===== config.mk =====
export PLATFORM = sky130hd
export DESIGN_NAME = panel_scan_sequencer
export DESIGN_NICKNAME = d
export VERILOG_FILES = /design/src/rtl/led_panel_pkg.sv /design/src/rtl/scan_timer.sv /design/src/rtl/panel_scan_sequencer.sv
export SDC_FILE = /design/constraint.sdc
export NUM_CORES = 1
export LEC_CHECK = 0
export CAP_MARGIN = 10
export CORE_UTILIZATION = 40
export DETAILED_ROUTE_END_ITERATION = 16
export PLACE_DENSITY = 0.63
export SETUP_SLACK_MARGIN = 0.2
export SKIP_CTS_REPAIR_TIMING = 1
export SLEW_MARGIN = 20
export SYNTH_ARGS = -nofsm -noshare
export SYNTH_HDL_FRONTEND = slang
export SYNTH_SLANG_ARGS = --single-unit
export TNS_END_PERCENT = 100

===== constraint.sdc =====
create_clock -name clk -period 5.7 [get_ports clk]
set_input_delay 1.14 -clock clk [delete_from_list [all_inputs] [get_ports clk]]
set_output_delay 1.14 -clock clk [all_outputs]
set_load 0.1 [all_outputs]

===== src/rtl/led_panel_pkg.sv =====
`default_nettype none
// ============================================================================
// Module      : led_panel_pkg
// Description : Shared definitions for the LED panel scan sequencer: scan
//               state enumeration, default geometry/timing constants, the
//               on-time counter width and the BCM on-time helper.
// Revision    : 1.0 - initial release
// ============================================================================
package led_panel_pkg;

  // Default geometry and timing
  localparam int COLS_DEFAULT    = 64;
  localparam int ROWS_DEFAULT    = 16;
  localparam int PLANES_DEFAULT  = 3;
  localparam int ON_BASE_DEFAULT = 8;

  // 255 << 3 needs 11 bits; one spare bit keeps the counter clear of overflow
  localparam int ON_CNT_W = 12;

  typedef enum logic [2:0] {
    ST_IDLE     = 3'd0,
    ST_SHIFT_LO = 3'd1,
    ST_SHIFT_HI = 3'd2,
    ST_LATCH    = 3'd3,
    ST_DISPLAY  = 3'd4
  } scan_state_t;

  // Binary-code modulation: plane n is lit for base * 2^n cycles
  function automatic logic [ON_CNT_W-1:0] on_time(input int unsigned base,
                                                  input logic [1:0]    pl);
    return ON_CNT_W'(base) << pl;
  endfunction

endpackage
`default_nettype wire


===== src/rtl/scan_timer.sv =====
`default_nettype none
// ============================================================================
// Module      : scan_timer
// Description : On-time down-counter for the DISPLAY phase. A load sets the
//               count; the counter then decrements to zero and stays there.
//               done is high for exactly one cycle, the last lit cycle.
// Ports       : clk      - clock
//               rst      - synchronous active-high reset
//               load     - load load_val into the counter
//               load_val - on-time in cycles (never zero)
//               done     - one-cycle pulse on the final counted cycle
// Revision    : 1.0 - initial release
// ============================================================================
module scan_timer
  import led_panel_pkg::*;
(
  input  logic                clk,
  input  logic                rst,
  input  logic                load,
  input  logic [ON_CNT_W-1:0] load_val,
  output logic                done
);

  logic [ON_CNT_W-1:0] cnt_q;
  logic [ON_CNT_W-1:0] cnt_d;

  always_comb begin
    cnt_d = cnt_q;
    if (load) begin
      cnt_d = load_val;
    end else if (cnt_q != '0) begin
      cnt_d = cnt_q - ON_CNT_W'(1);
    end
  end

  always_ff @(posedge clk) begin
    if (rst) begin
      cnt_q <= '0;
    end else begin
      cnt_q <= cnt_d;
    end
  end

  // The count equals the remaining lit cycles including the current one,
  // so a value of one marks the last of them.
  assign done = (cnt_q == ON_CNT_W'(1));

endmodule
`default_nettype wire


===== src/rtl/panel_scan_sequencer.sv =====
`default_nettype none
// ============================================================================
// Module      : panel_scan_sequencer
// Description : HUB75-style LED panel scan sequencer. For each (row, plane)
//               it shifts COLS columns out (two cycles per column), latches
//               them, then lights the row for ON_BASE << plane cycles.
//               All outputs are registered.
// Config      : PANEL_SCAN_BCM_EN defined   - binary-code modulation over
//                                             PLANES bit planes
//               PANEL_SCAN_BCM_EN undefined - single plane (plane held at 0),
//                                             every row lit ON_BASE cycles
// Ports       : clk        - clock, rising edge
//               rst        - synchronous active-high reset
//               enable     - run request, sampled in IDLE and at DISPLAY end
//               x          - column address to the frame buffer
//               y          - row address to the frame buffer
//               plane      - bit-plane index to the frame buffer
//               led_clk    - panel shift clock
//               led_latch  - panel latch strobe, active-high
//               led_oe     - panel output enable, active-low
//               dmux       - displayed row select
//               frame_done - one-cycle pulse after the last row/plane
//               busy       - high whenever not IDLE
// Revision    : 1.0 - initial release
// ============================================================================
module panel_scan_sequencer
  import led_panel_pkg::*;
#(
  parameter int COLS    = COLS_DEFAULT,
  parameter int ROWS    = ROWS_DEFAULT,
  parameter int PLANES  = PLANES_DEFAULT,
  parameter int ON_BASE = ON_BASE_DEFAULT
) (
  input  logic       clk,
  input  logic       rst,
  input  logic       enable,
  output logic [5:0] x,
  output logic [3:0] y,
  output logic [1:0] plane,
  output logic       led_clk,
  output logic       led_latch,
  output logic       led_oe,
  output logic [3:0] dmux,
  output logic       frame_done,
  output logic       busy
);

`ifdef PANEL_SCAN_BCM_EN
  localparam int PLANES_EFF = PLANES;
`else
  // Single-plane build: clamp to one plane whatever PLANES says
  localparam int PLANES_EFF = (PLANES > 1) ? 1 : PLANES;
`endif

  localparam logic [5:0] X_LAST = 6'(COLS - 1);
  localparam logic [3:0] Y_LAST = 4'(ROWS - 1);
  localparam logic [1:0] P_LAST = 2'(PLANES_EFF - 1);

  scan_state_t state_q, state_d;
  logic [5:0]  x_q, x_d;
  logic [3:0]  y_q, y_d;
  logic [1:0]  plane_q, plane_d;
  logic [3:0]  dmux_q, dmux_d;
  logic        led_clk_q, led_clk_d;
  logic        led_latch_q, led_latch_d;
  logic        led_oe_q, led_oe_d;
  logic        frame_done_q, frame_done_d;
  logic        busy_q, busy_d;

  logic        timer_load;
  logic        timer_done;

  scan_timer u_scan_timer (
    .clk      (clk),
    .rst      (rst),
    .load     (timer_load),
    .load_val (on_time(ON_BASE, plane_q)),
    .done     (timer_done)
  );

  always_comb begin
    state_d      = state_q;
    x_d          = x_q;
    y_d          = y_q;
    plane_d      = plane_q;
    dmux_d       = dmux_q;
    frame_done_d = 1'b0;
    timer_load   = 1'b0;

    case (state_q)
      ST_IDLE: begin
        if (enable) begin
          state_d = ST_SHIFT_LO;
        end
      end

      ST_SHIFT_LO: begin
        state_d = ST_SHIFT_HI;
      end

      ST_SHIFT_HI: begin
        if (x_q == X_LAST) begin
          x_d     = '0;
          // Row select moves with the latch so the new data and its row
          // appear together while the panel is still blanked.
          dmux_d  = y_q;
          state_d = ST_LATCH;
        end else begin
          x_d     = x_q + 6'd1;
          state_d = ST_SHIFT_LO;
        end
      end

      ST_LATCH: begin
        // Loading here makes the count valid on the first DISPLAY cycle.
        timer_load = 1'b1;
        state_d    = ST_DISPLAY;
      end

      ST_DISPLAY: begin
        if (timer_done) begin
          // Advance before the next shift so the shifted data belongs to
          // the (y, plane) that is displayed next.
          if (plane_q == P_LAST) begin
            plane_d = '0;
            if (y_q == Y_LAST) begin
              y_d          = '0;
              frame_done_d = 1'b1;
            end else begin
              y_d = y_q + 4'd1;
            end
          end else begin
            plane_d = plane_q + 2'd1;
          end
          state_d = enable ? ST_SHIFT_LO : ST_IDLE;
        end
      end

      default: begin
        state_d = ST_IDLE;
      end
    endcase

    // Panel strobes are decoded from the next state so they line up with
    // the state register.
    led_clk_d   = (state_d == ST_SHIFT_HI);
    led_latch_d = (state_d == ST_LATCH);
    led_oe_d    = (state_d != ST_DISPLAY);
    busy_d      = (state_d != ST_IDLE);
  end

  always_ff @(posedge clk) begin
    if (rst) begin
      state_q      <= ST_IDLE;
      x_q          <= '0;
      y_q          <= '0;
      plane_q      <= '0;
      dmux_q       <= '0;
      led_clk_q    <= 1'b0;
      led_latch_q  <= 1'b0;
      led_oe_q     <= 1'b1;
      frame_done_q <= 1'b0;
      busy_q       <= 1'b0;
    end else begin
      state_q      <= state_d;
      x_q          <= x_d;
      y_q          <= y_d;
      plane_q      <= plane_d;
      dmux_q       <= dmux_d;
      led_clk_q    <= led_clk_d;
      led_latch_q  <= led_latch_d;
      led_oe_q     <= led_oe_d;
      frame_done_q <= frame_done_d;
      busy_q       <= busy_d;
    end
  end

  assign x          = x_q;
  assign y          = y_q;
  assign plane      = plane_q;
  assign dmux       = dmux_q;
  assign led_clk    = led_clk_q;
  assign led_latch  = led_latch_q;
  assign led_oe     = led_oe_q;
  assign frame_done = frame_done_q;
  assign busy       = busy_q;

endmodule
`default_nettype wire


After elaboration in Yosys (flattened, before gate mapping). Cells that the tools add are included.

Shifts and indexed selects: 1. Bitwise gates (word level): 3. Reductions and logical operators: 9. Equality and inequality tests: 10. Add/sub/neg operators: 4. Multiplexer cells: 12.

Operators by type and width (count): 12-bit 2-to-1 mux (2); 3-bit case mux with 5 select lines (1); 12-bit by 1-bit equality test with 1-bit output (second input constant) (1); 3-bit by 2-bit equality test with 1-bit output (second input constant) (4); 12-bit nonzero test (1); 4-bit by 2-bit << shifter with 12-bit output (first input constant) (1); 12-bit by 1-bit subtractor with 12-bit output (second input constant) (1); 6-bit by 1-bit adder with 6-bit output (second input constant) (1); 6-bit equality test (second input constant) (1); 3-bit 2-to-1 mux (2); 6-bit 2-to-1 mux (1); 4-bit by 1-bit adder with 4-bit output (second input constant) (1); 4-bit equality test (second input constant) (1); 2-bit 2-to-1 mux (2); 4-bit 2-to-1 mux (1); 2-bit AND reduction (2); 4-bit OR reduction (1); 3-bit by 1-bit equality test with 1-bit output (second input constant) (1); 3-bit equality test (second input constant) (1); 3-bit zero test (1); 1-bit 2-to-1 mux (3); 3-bit != test (second input constant) (1); 1-bit NOT (3); 3-bit AND reduction (1); other kinds (4) (4).

Register bits: 36. Logic and storage cells: 50. Output and inout port bits: 21. Input port bits: 3.

Depth between registers and ports, before layout. Gate-level depths: netlist of the first run.

Depth after elaboration: 4. Depth in mapped cells: 7. Depth with buffers taken out: 6.

Hierarchy. From an unflattened synthesis of the first run, not the netlist that was laid out.

Cells, all modules: 208. Area, all modules: 1859.3 um^2.

Modules (own cells, without submodules): panel_scan_sequencer (times used 1, area each 1151.1 um^2, seq. area each 480.5 um^2, cells an instance 125); scan_timer (times used 1, area each 708.2 um^2, seq. area each 240.2 um^2, cells an instance 83).

Worst setup path before layout of the first run. No wires, ideal clock.

Path type: register to output. Start point: reg x_q[0] (netlist: x[0]). End point: out x[0]. Data arrival time: 1.005 ns. Required time: 4.560 ns. Path buffers: 0. Cell stages (with the launch flop): 1. Setup slack: 3.555 ns. Cell sequence: dfxtp_1.

RTL lines: from (decl) (line panel_scan_sequencer.sv:60) `logic [5:0] x_q, x_d;`; from (signal assigned) (line panel_scan_sequencer.sv:155) `x_q <= '0;`; from (signal assigned) (line panel_scan_sequencer.sv:166) `x_q <= x_d;`; to (decl) (line panel_scan_sequencer.sv:37) `output logic [5:0] x,`.

No word-level cell between the ends.

Worst setup path in the final report of the first run.
Start point: reg x_q[0] (netlist: x[0]). End point: out x[0].

No word-level cell between the ends.

==> metrics.txt, run 1 <==
run status finished clean; ant diodes 0; Clock transition at path regs 70 ps; Synth cell types 43; placed instance area 1980 sq um; fin area 2090 sq um; sequential share of power 39.3%; Wirelength per Cell 12.9 microns; Hold Crit Depth 2; die height 67.7 microns; most numerous cell in the Yosys netlist dfxtp_1; Setup crit end kind output port; Sw Ratio 36.0%; Crit-path slowest cell clkdlybuf4s50_1; Setup TNS Final 0 ps; clk root buf clkbuf_8; number of global-route vias before repair 1324; ordered list of cells on the worst path clkdlybuf4s50_1; largest net degree at the start of global routing 24; FP Rows 23; Initial Util 42.3%; Pleak 0.778 nW; Syn Std Cell Area 1730 sq um; P_int 0.000553 W; setup violators final 0; Mapped Cells 193; fill cell count 399; Yosys top cell area share 41.7%; CTS H-tree depth 2; layout cells sized above 1 7.41%; post-synth net total 205; number of top-level pins 24; core area 4090 sq um; largest cells by area after synthesis dfxtp_1 42%, ha_1 6.5%, a21oi_1 5.5%; routability cong. 0.804; slowest stage delay, CP 1180 ps; DIE AREA 4590 sq um; MaxCap Viol Count 0; Post-synth EDFFs 0; Psw 0.000311 W; I/O Buffers 23; initial drt markers 48; Period minus WS final 3050 ps; final clock period utilization by the worst path 53.6%; Final Routed Wirelength 3430 microns; CTS sink count 36; Synth Area per Inst 8.95 sq um; Vias 1432; reg2reg path depth 4; Final Hold Viols 0; drt drc 0; ys async rst share 0%; ys flop type dfxtp_1; Rel. slew slack 34.7%; clock skew 6.44 ps; vias per cell 5.38; number of synthesized register bits 36; Hold Crit Class reg -> reg; Slew @ Worst Pin 976 ps; leading area contributor after synthesis dfxtp_1; Syn. warnings 0; DPL Wire Length 2460 microns; crit-path leading delay family buffers and inverters; worst setup path class reg -> out; CTS tree built; clock share of power 25.0%; nets 227; buffer depth of the longest clock path 2; worst path required time 4560 ps; clk_lat worst skew 290 ps; Worst path depth 1; Power Density 414 nW/um^2; WP data arrival 1910 ps; floorplan die width 67.7 microns; combinational power share 35.7%; Critical Path Source Type register; TritonCTS Buffers 5; leading post-synthesis cells by instance count 36 x dfxtp_1, 19 x a21oi_1, 17 x nor2_1; Routed Antenna Nets 0; initial antenna violation count 0; Area Overhead vs Synth 20.8%; RSZ-0062 raised after global routing false; all-layer global routing usage 16.8%; CP bufs+invs 1; Slew Limit Fails 0; sequential area share after synthesis 41.7%; VDD IR max 164 uV; drt pass-1 iters 4; gr ovfl total 0; Peak Freq 327 MHz; worst-path maximum fanout 6; first-pass GRT wire length 5780 microns
power groups by stage:
stage / Sequential, W / Combinational [W] / Clock, W
after floorplan: 0.000345 / 0.000258 / 0
after global placement: 0.000343 / 0.000302 / 0
after detailed placement: 0.000345 / 0.000308 / 0
after CTS: 0.000339 / 0.000309 / 0.000223
after global routing: 0.000348 / 0.000348 / 0.000233
final: 0.000340 / 0.000309 / 0.000216
sequential cells by signal, summed over array words and instances, names as in the netlist:
signal / flops
dmux: 4
led_oe: 1
busy: 1
led_clk: 1
y: 4
plane: 2
state_q: 3
x: 6
u_scan_timer.cnt_q: 12
frame_done: 1
led_latch: 1
routing by layer:
layer | part of all wire [%] | global-route usage, % | routed length (microns) | vias up
li1 | - | - | - | 737
met1 | 48 | 21.8 | 1660 | 659
met2 | 46 | 25.9 | 1600 | 28
met3 | 3.4 | 4.22 | 117 | 8
met4 | 1.7 | 7.71 | 57 | 0
met5 | 0 | 0 | 0 | -
through the flow:
step / power (W) / utilization [%] / hold WS, ps / cells / setup slack, ps
after global placement: 0.000645 / 48.4 / 477 / 258 / 2540
final: 0.000864 / 51.1 / 496 / 266 / 2650
after detailed placement: 0.000652 / 48.4 / 484 / 258 / 2460
after floorplan: 0.000603 / - / 465 / 193 / 3550
after CTS: 0.000872 / 51.1 / 494 / 266 / 2640
after global routing: 0.000930 / 51.1 / 516 / 266 / 2590
path summary, 6_finish.rpt:
| path | endpoint | slack, ps | start |
|---|---|---|---|
| setup reg to reg | u_scan_timer.cnt_q[7] | 3700 | u_scan_timer.cnt_q[7] |
| setup / recovery | x[0] | 2650 | x[0] |
| hold / removal | dmux[0] | 500 | dmux[0] |
| hold reg to reg | dmux[0] | 500 | dmux[0] |
kinds of logic (layout without fill, tap and decap cells):
logic type | after synthesis | after routing | synth area share (%)
simple gates | 80 | 80 | 27.2
xor+xnor | 7 | 7 | 3.55
compound gates | 40 | 40 | 13.7
mux | 6 | 6 | 3.48
fa+ha+maj | 9 | 9 | 6.52
buf+inv | 15 | 38 | 3.91
flops | 36 | 36 | 41.7
final cells by class:
class / count / area [sq um] / share of cell area [%]
clock buffers: 6 / 72.6 / 3.48
clock inverters: 2 / 35.0 / 1.68
inverters: 7 / 26.3 / 1.26
multi-input cells: 142 / 940 / 45.0
flip-flops and latches: 36 / 721 / 34.5
well taps: 50 / 62.6 / 3.00
repair buffers: 23 / 230 / 11.0
layout by cell type, fill, tap and decap left out, types with 2 or more instances in the layout:
master,Yosys,routed
nand3b_1,2,2
nand4_1,4,4
o31ai_1,2,2
clkdlybuf4s50_1,0,23
o21ai_0,11,11
xnor2_1,2,2
ha_1,9,9
xor2_1,5,5
nor3_1,9,9
a21oi_1,19,19
or3b_1,3,3
inv_1,7,7
or4_1,2,2
nor4_1,3,3
mux2i_1,6,6
nor2_1,17,17
clkbuf_8,0,5
nand2_1,12,12
nand3_1,4,4
or3_1,3,3
a41o_1,2,2
or4_4,3,3
dfxtp_1,36,36
and3_1,2,2
nand2b_1,5,5
Power figures use the tool's default switching activity.
==> run 2: changes to the inputs <==
--- a/config.mk
+++ b/config.mk
@@ -8,7 +8,7 @@
 export CAP_MARGIN = 10
 export CORE_UTILIZATION = 40
 export DETAILED_ROUTE_END_ITERATION = 16
-export PLACE_DENSITY = 0.63
+export PLACE_DENSITY = 0.66
 export SETUP_SLACK_MARGIN = 0.2
 export SKIP_CTS_REPAIR_TIMING = 1
 export SLEW_MARGIN = 20
==> constraint.sdc (replaced) <==
create_clock -name clk -period 2.7 [get_ports clk]
set_input_delay 0.54 -clock clk [delete_from_list [all_inputs] [get_ports clk]]
set_output_delay 0.54 -clock clk [all_outputs]
set_load 0.1 [all_outputs]
==> run 2 against run 1 <==
  * Sequential power up 110%
  * Worst setup slack got worse by 1900 ps
  * Highest routed layer unchanged
  * Clock power up 62%
  * Wire length fell by 4.3%
  * Clock-buffer cell count unchanged
  * Cell count did not move
  * Global-route usage decreased by 0.94 points
  * Clock skew about the same
  * Critical path depth is 3 higher
  * Register-to-register slack got worse by 3000 ps
  * First-iteration DRC count up 110%
  * Critical endpoint is now y[3]
  * Design area shrank 3.6%
==> metrics.txt, run 2 (synthesis gave the netlist of run 1 again) <==
MaxCap Viol Count 0 (unchanged); clk root buf clkbuf_8 (unchanged); vias per cell 5.36 (was 5.38); initial drt markers 101 (was 48); CP bufs+invs 0 (was 1); setup violators final 0 (unchanged); worst reg-to-reg setup slack 730 ps (was 3700 ps); layout cells sized above 1 17.1% (was 7.41%); max reg flops 12 (unchanged); core area 4090 sq um (unchanged); FP Rows 23 (unchanged); clock skew 6.05 ps (was 6.44 ps); all-layer global routing usage 15.9% (was 16.8%); first-pass GRT wire length 5460 microns (was 5780 microns); Crit-path slowest cell dfxtp_1 (was clkdlybuf4s50_1); Setup TNS Final 0 ps (unchanged); Slew Limit Fails 0 (unchanged); VDD IR max 352 uV (was 164 uV); Biggest register u_scan_timer.cnt_q (unchanged); Initial Util 42.3% (unchanged); Rel. slew slack 53.4% (was 34.7%); Power Density 850 nW/um^2 (was 414 nW/um^2); WP data arrival 2180 ps (was 1910 ps); ant diodes 0 (unchanged); worst path required time 2920 ps (was 4560 ps); number of top-level pins 24 (unchanged); buffer depth of the longest clock path 2 (unchanged); Vias 1426 (was 1432); Clock transition at path regs 70 ps (about the same); initial antenna violation count 0 (unchanged); DIE AREA 4590 sq um (unchanged); Wirelength per Cell 12.4 microns (was 12.9 microns); I/O Buffers 23 (unchanged); CTS H-tree depth 2 (unchanged); Hold Crit Class reg -> reg (unchanged); crit-path leading delay family simple AND/OR/NAND/NOR gates (was buffers and inverters); CTS sink count 36 (unchanged); Final Routed Wirelength 3290 microns (was 3430 microns); run status finished clean (unchanged); die height 67.7 microns (unchanged); Peak Freq 509 MHz; drt pass-1 iters 4 (unchanged); worst setup path class reg -> reg (was reg -> out); number of global-route vias before repair 1256 (was 1324); Slew @ Worst Pin 693 ps (was 976 ps); drt drc 0 (unchanged); Area Overhead vs Synth 16.4% (was 20.8%); clk_lat worst skew 280 ps (was 290 ps); Min-Delay Startpoint u_scan_timer.cnt_q[9] (was dmux[0]); Final Hold Viols 0 (unchanged); final clock period utilization by the worst path 72.8%; slowest stage delay, CP 520 ps (was 1180 ps); fill cell count 395 (was 399); Period minus WS final 1970 ps; reg2reg path depth 4 (unchanged); floorplan die width 67.7 microns (unchanged); CTS tree built (unchanged); ordered list of cells on the worst path nor3b_1 > nand4_1 > or3b_1 > a21oi_1 (was clkdlybuf4s50_1); RSZ-0062 raised after global routing false (unchanged); Critical Path Source Type register (unchanged); Routed Antenna Nets 0 (unchanged); Setup crit end kind register (was output port); reg2reg start state_q[2] (was u_scan_timer.cnt_q[7]); routability cong. 0.751 (was 0.804); TritonCTS Buffers 5 (unchanged); Hold Crit Depth 2 (unchanged); nets 228 (was 227); Worst Hold End u_scan_timer.cnt_q[9] (was dmux[0]); DPL Wire Length 2380 microns (was 2460 microns); Util after Layout 49.2% (was 51.1%); worst-path maximum fanout 11 (was 6); worst r2r dst y[3] (was u_scan_timer.cnt_q[7]); gr ovfl total 0 (unchanged); commonest non-fill, non-tap cell in the layout dfxtp_1 (unchanged); largest net degree at the start of global routing 23 (was 24); most frequent cells in the layout 36 x dfxtp_1, 22 x buf_4, 19 x a21oi_1, 17 x nor2_1, 12 x nand2_1 (was 36 x dfxtp_1, 23 x clkdlybuf4s50_1, 19 x a21oi_1, 17 x nor2_1, 12 x nand2_1); Pleak 0.809 nW (was 0.778 nW)
run 2: final cells by class:
type                    count  area [sq um]  share of cell area (%)
clock buffers               6          72.6                    3.61
repair buffers             24           185                    9.20
inverters                   7          26.3                    1.31
well taps                  50          62.6                    3.11
clock inverters             1          5.00                   0.249
multi-input cells         142           940                    46.7
flip-flops and latches     36           721                    35.8
run 2: how the worst max path moves through the flow:
| stage | startpoint | end | depth (start not counted) |
|---|---|---|---|
| final | state_q[2] | y[3] | 4 |
| after global routing | u_scan_timer.cnt_q[7] | u_scan_timer.cnt_q[7] | 4 |
| after CTS | state_q[2] | y[3] | 4 |
| after detailed placement | state_q[2] | y[3] | 4 |
| after global placement | state_q[2] | y[3] | 4 |
| after floorplan | x[0] | dmux[2] | 5 |
run 2: metal layers:
| metal | part of all wire, % | wire length [microns] | track usage (%) | vias up |
|---|---|---|---|---|
| met5 | 0 | 0 | 0 | - |
| met4 | 0.73 | 24 | 5.59 | 0 |
| met3 | 3.6 | 117 | 4.56 | 4 |
| met2 | 45 | 1470 | 25.4 | 22 |
| met1 | 51 | 1670 | 20.1 | 654 |
| li1 | - | - | - | 746 |
run 2: stage by stage:
stage	power, W	std cells	hold WS (ps)	cell area [sq um]	worst slack [ps]
floorplan	0.00127	193	465	1730	622
global placement	0.00137	259	481	1930	749
detailed placement	0.00137	259	484	1930	717
CTS	0.00173	266	498	2010	720
global route	0.00185	266	528	2010	569
finish	0.00171	266	499	2010	735
run 2: worst register-to-register path, delay by kind of cell, from the launching register on:
family | cells | cell delay, ps
AOI/OAI and AO/OA | 1 | 140
DFF | 1 | 520
and+or+nand+nor | 3 | 1240
run 2: power breakdown:
part / internal (W) / switching (W) / leakage [nW] / total (W)
clock network: 0.000175 / 0.000174 / 0.0410 / 0.000349
logic: 0.000280 / 0.000364 / 0.475 / 0.000644
registers: 0.000612 / 0.000106 / 0.293 / 0.000718
==> run 3: changes to the inputs <==
--- a/config.mk
+++ b/config.mk
@@ -8,7 +8,7 @@
 export CAP_MARGIN = 10
 export CORE_UTILIZATION = 40
 export DETAILED_ROUTE_END_ITERATION = 16
-export PLACE_DENSITY = 0.66
+export PLACE_DENSITY = 0.63
 export SETUP_SLACK_MARGIN = 0.2
 export SKIP_CTS_REPAIR_TIMING = 1
 export SLEW_MARGIN = 20
==> constraint.sdc (replaced) <==
create_clock -name clk -period 2.05 [get_ports clk]
set_input_delay 0.41 -clock clk [delete_from_list [all_inputs] [get_ports clk]]
set_output_delay 0.41 -clock clk [all_outputs]
set_load 0.1 [all_outputs]
==> run 3 against run 2 <==
  * Cell count increased by 5.3%
  * Non-clock buffer count is 13 higher
  * Die area is the same
  * Via count increased by 4.2%
  * Sequential power rose by 36%
  * Global-route usage up 2.1 points
  * Clock-buffer cell count shrank 1
==> metrics.txt, run 3 (synthesis gave the netlist of run 1 again) <==
Area Overhead vs Synth 29.7% (was 16.4%); met1 Usage GRT 21.4% (was 20.1%); sequential share of power 36.7% (was 42.0%); Period minus WS final 1870 ps (was 1970 ps); Hold Crit Class reg -> reg (unchanged); all-layer global routing usage 18.0% (was 15.9%); clk root buf clkbuf_8 (unchanged); FP Rows 23 (unchanged); initial antenna violation count 0 (unchanged); DIE AREA 4590 sq um (unchanged); number of global-route vias before repair 1369 (was 1256); Power Density 1190 nW/um^2 (was 850 nW/um^2); Peak Freq 536 MHz (was 509 MHz); Biggest register u_scan_timer.cnt_q (unchanged); gr ovfl total 0 (unchanged); Hold Crit Depth 2 (unchanged); CP bufs+invs 0 (unchanged); clock skew 8.60 ps (was 6.05 ps); most frequent CP cell or4_4; register area 743 sq um (was 721 sq um); Setup crit end kind register (unchanged); TritonCTS Buffers 5 (unchanged); largest net degree at the start of global routing 19 (was 23); Rel. slew slack 73.2% (was 53.4%); dpl cells 268 (was 259); Worst path depth 4 (unchanged); Final Routed Wirelength 3800 microns (was 3290 microns); setup violators final 0 (unchanged); worst reg-to-reg setup slack 180 ps (was 730 ps); worst path required time 2230 ps (was 2920 ps); clock share of power 23.2% (was 20.4%); routability cong. 0.897 (was 0.751); max reg flops 12 (unchanged); Slew @ Worst Pin 402 ps (was 693 ps); worst setup path class reg -> reg (unchanged); reg2reg start u_scan_timer.cnt_q[8] (was state_q[2]); CTS H-tree depth 2 (unchanged); CTS tree built (unchanged); area of the multi-input gates 1010 sq um (was 940 sq um); worst-path maximum fanout 6 (was 11); RSZ-0062 raised after global routing true (was false); most frequent cells in the layout 35 x buf_4, 22 x dfxtp_1, 17 x nor2_1, 17 x a21oi_1 (was 36 x dfxtp_1, 22 x buf_4, 19 x a21oi_1, 17 x nor2_1, 12 x nand2_1); nets 241 (was 228); buffer depth of the longest clock path 2 (unchanged); layout cells sized above 1 34.3% (was 17.1%); Crit-path slowest cell or4_4 (was dfxtp_1); Wirelength per Cell 13.6 microns (was 12.4 microns); Pleak 0.916 nW (was 0.809 nW); Setup TNS Final 0 ps (unchanged); clk_lat worst skew 300 ps (was 280 ps); Final Hold Viols 0 (unchanged); first-pass GRT wire length 6020 microns (was 5460 microns); Vias 1486 (was 1426); gr busiest metal met2 (unchanged); Worst Hold End x[5] (was u_scan_timer.cnt_q[9]); reg2reg path depth 4 (unchanged); met2 usage 29.5% (was 25.4%); commonest non-fill, non-tap cell in the layout buf_4 (was dfxtp_1); I/O Buffers 23 (unchanged); CTS sink count 36 (unchanged); WP data arrival 2050 ps (was 2180 ps); fill cell count 371 (was 395); Routed Antenna Nets 0 (unchanged); drt pass-1 iters 4 (unchanged); Min-Delay Startpoint x[5] (was u_scan_timer.cnt_q[9]); die height 67.7 microns (unchanged); final clock period utilization by the worst path 91.0% (was 72.8%); combinational power share 40.1% (was 37.6%); MaxCap Viol Count 0 (unchanged); floorplan die width 67.7 microns (unchanged); DPL Wire Length 2730 microns (was 2380 microns); Psw 0.000968 W (was 0.000644 W); Sw Ratio 36.3% (was 37.6%); P_int 0.00170 W (was 0.00107 W); Slew Limit Fails 0 (unchanged); number of top-level pins 24 (unchanged); drt drc 0 (unchanged); ant diodes 0 (unchanged); vias per cell 5.31 (was 5.36); GR Util met3 5.91% (was 4.56%); VDD IR max 585 uV (was 352 uV); initial drt markers 55 (was 101); fin cells 280 (was 266); run status finished clean (unchanged); core area 4090 sq um (unchanged); slowest stage delay, CP 600 ps (was 520 ps); Clock transition at path regs 80 ps (was 70 ps); crit-path leading delay family simple AND/OR/NAND/NOR gates (unchanged); Initial Util 42.3% (unchanged); worst r2r dst u_scan_timer.cnt_q[4] (was y[3]); Critical Path Source Type register (unchanged); ordered list of cells on the worst path or4_4 > or4_4 > or3b_1 > a21oi_1 (was nor3b_1 > nand4_1 > or3b_1 > a21oi_1)
==> run 3: cell types whose count changed in the layout (fill, tap and decap cells not counted), moves of 2 or more <==
| cell | before | now |
|---|---|---|
| inv_1 | 7 | 4 |
| dfxtp_1 | 36 | 22 |
| buf_4 | 22 | 35 |
| o21ai_0 | 11 | 9 |
| ha_1 | 9 | 7 |
| a21oi_1 | 19 | 17 |
| o21ai_1 | 0 | 2 |
| a21oi_2 | 0 | 2 |
| inv_2 | 0 | 2 |
| dfxtp_4 | 0 | 2 |
| dfxtp_2 | 0 | 12 |
==> run 3: per-layer routing <==
layer	routed length (microns)	share of wire [%]
met2	1880	49
met1	1730	45
met5	0	0
met3	141	3.7
met4	51	1.3
==> run 3: layout make-up <==
cell class | count | share of cell area [%]
well taps | 50 | 2.79
flip-flops and latches | 36 | 33.2
inverters | 7 | 1.28
clock buffers | 5 | 3.07
multi-input cells | 142 | 45.2
repair buffers | 37 | 12.6
clock inverters | 3 | 1.90
==> run 3: how the worst max path moves through the flow <==
stage                                startpoint                     to  slack [ps]
after floorplan           u_scan_timer.cnt_q[2]  u_scan_timer.cnt_q[4]         210
after global placement    u_scan_timer.cnt_q[2]  u_scan_timer.cnt_q[4]         210
after detailed placement  u_scan_timer.cnt_q[7]                   y[3]         160
after CTS                 u_scan_timer.cnt_q[7]                   y[0]         140
after global routing                   plane[1]                   y[0]          90
final                     u_scan_timer.cnt_q[8]  u_scan_timer.cnt_q[4]         180
==> run 3: power by group through the flow <==
| stage | Clock [W] | Combinational [W] | Sequential, W |
|---|---|---|---|
| 2_1_floorplan | 0 | 0.000717 | 0.000959 |
| 3_3_place_gp | 0 | 0.000939 | 0.000947 |
| 3_5_place_dp | 0 | 0.000960 | 0.000955 |
| 4_1_cts | 0.000636 | 0.000966 | 0.000940 |
| 5_1_grt | 0.000665 | 0.00117 | 0.000996 |
| 6_report | 0.000620 | 0.00107 | 0.000979 |
==> run 3: worst reg2reg max path, cell delays in order, from the launching register on <==
cell and delay (ps):
dfxtp_2 350, or4_4 570, or4_4 600, or3b_1 190, a21oi_1 50
==> run 3: per-stage QoR <==
stage | worst slack, ps | utilization (%) | power (W) | area [sq um] | hold WS, ps
floorplan | 208 | - | 0.00168 | 1740 | 465
global placement | 213 | 49.3 | 0.00189 | 2010 | 481
detailed placement | 164 | 49.3 | 0.00192 | 2010 | 488
CTS | 139 | 52.0 | 0.00254 | 2120 | 503
global route | 92.5 | 54.8 | 0.00283 | 2240 | 524
finish | 185 | 54.8 | 0.00267 | 2240 | 500
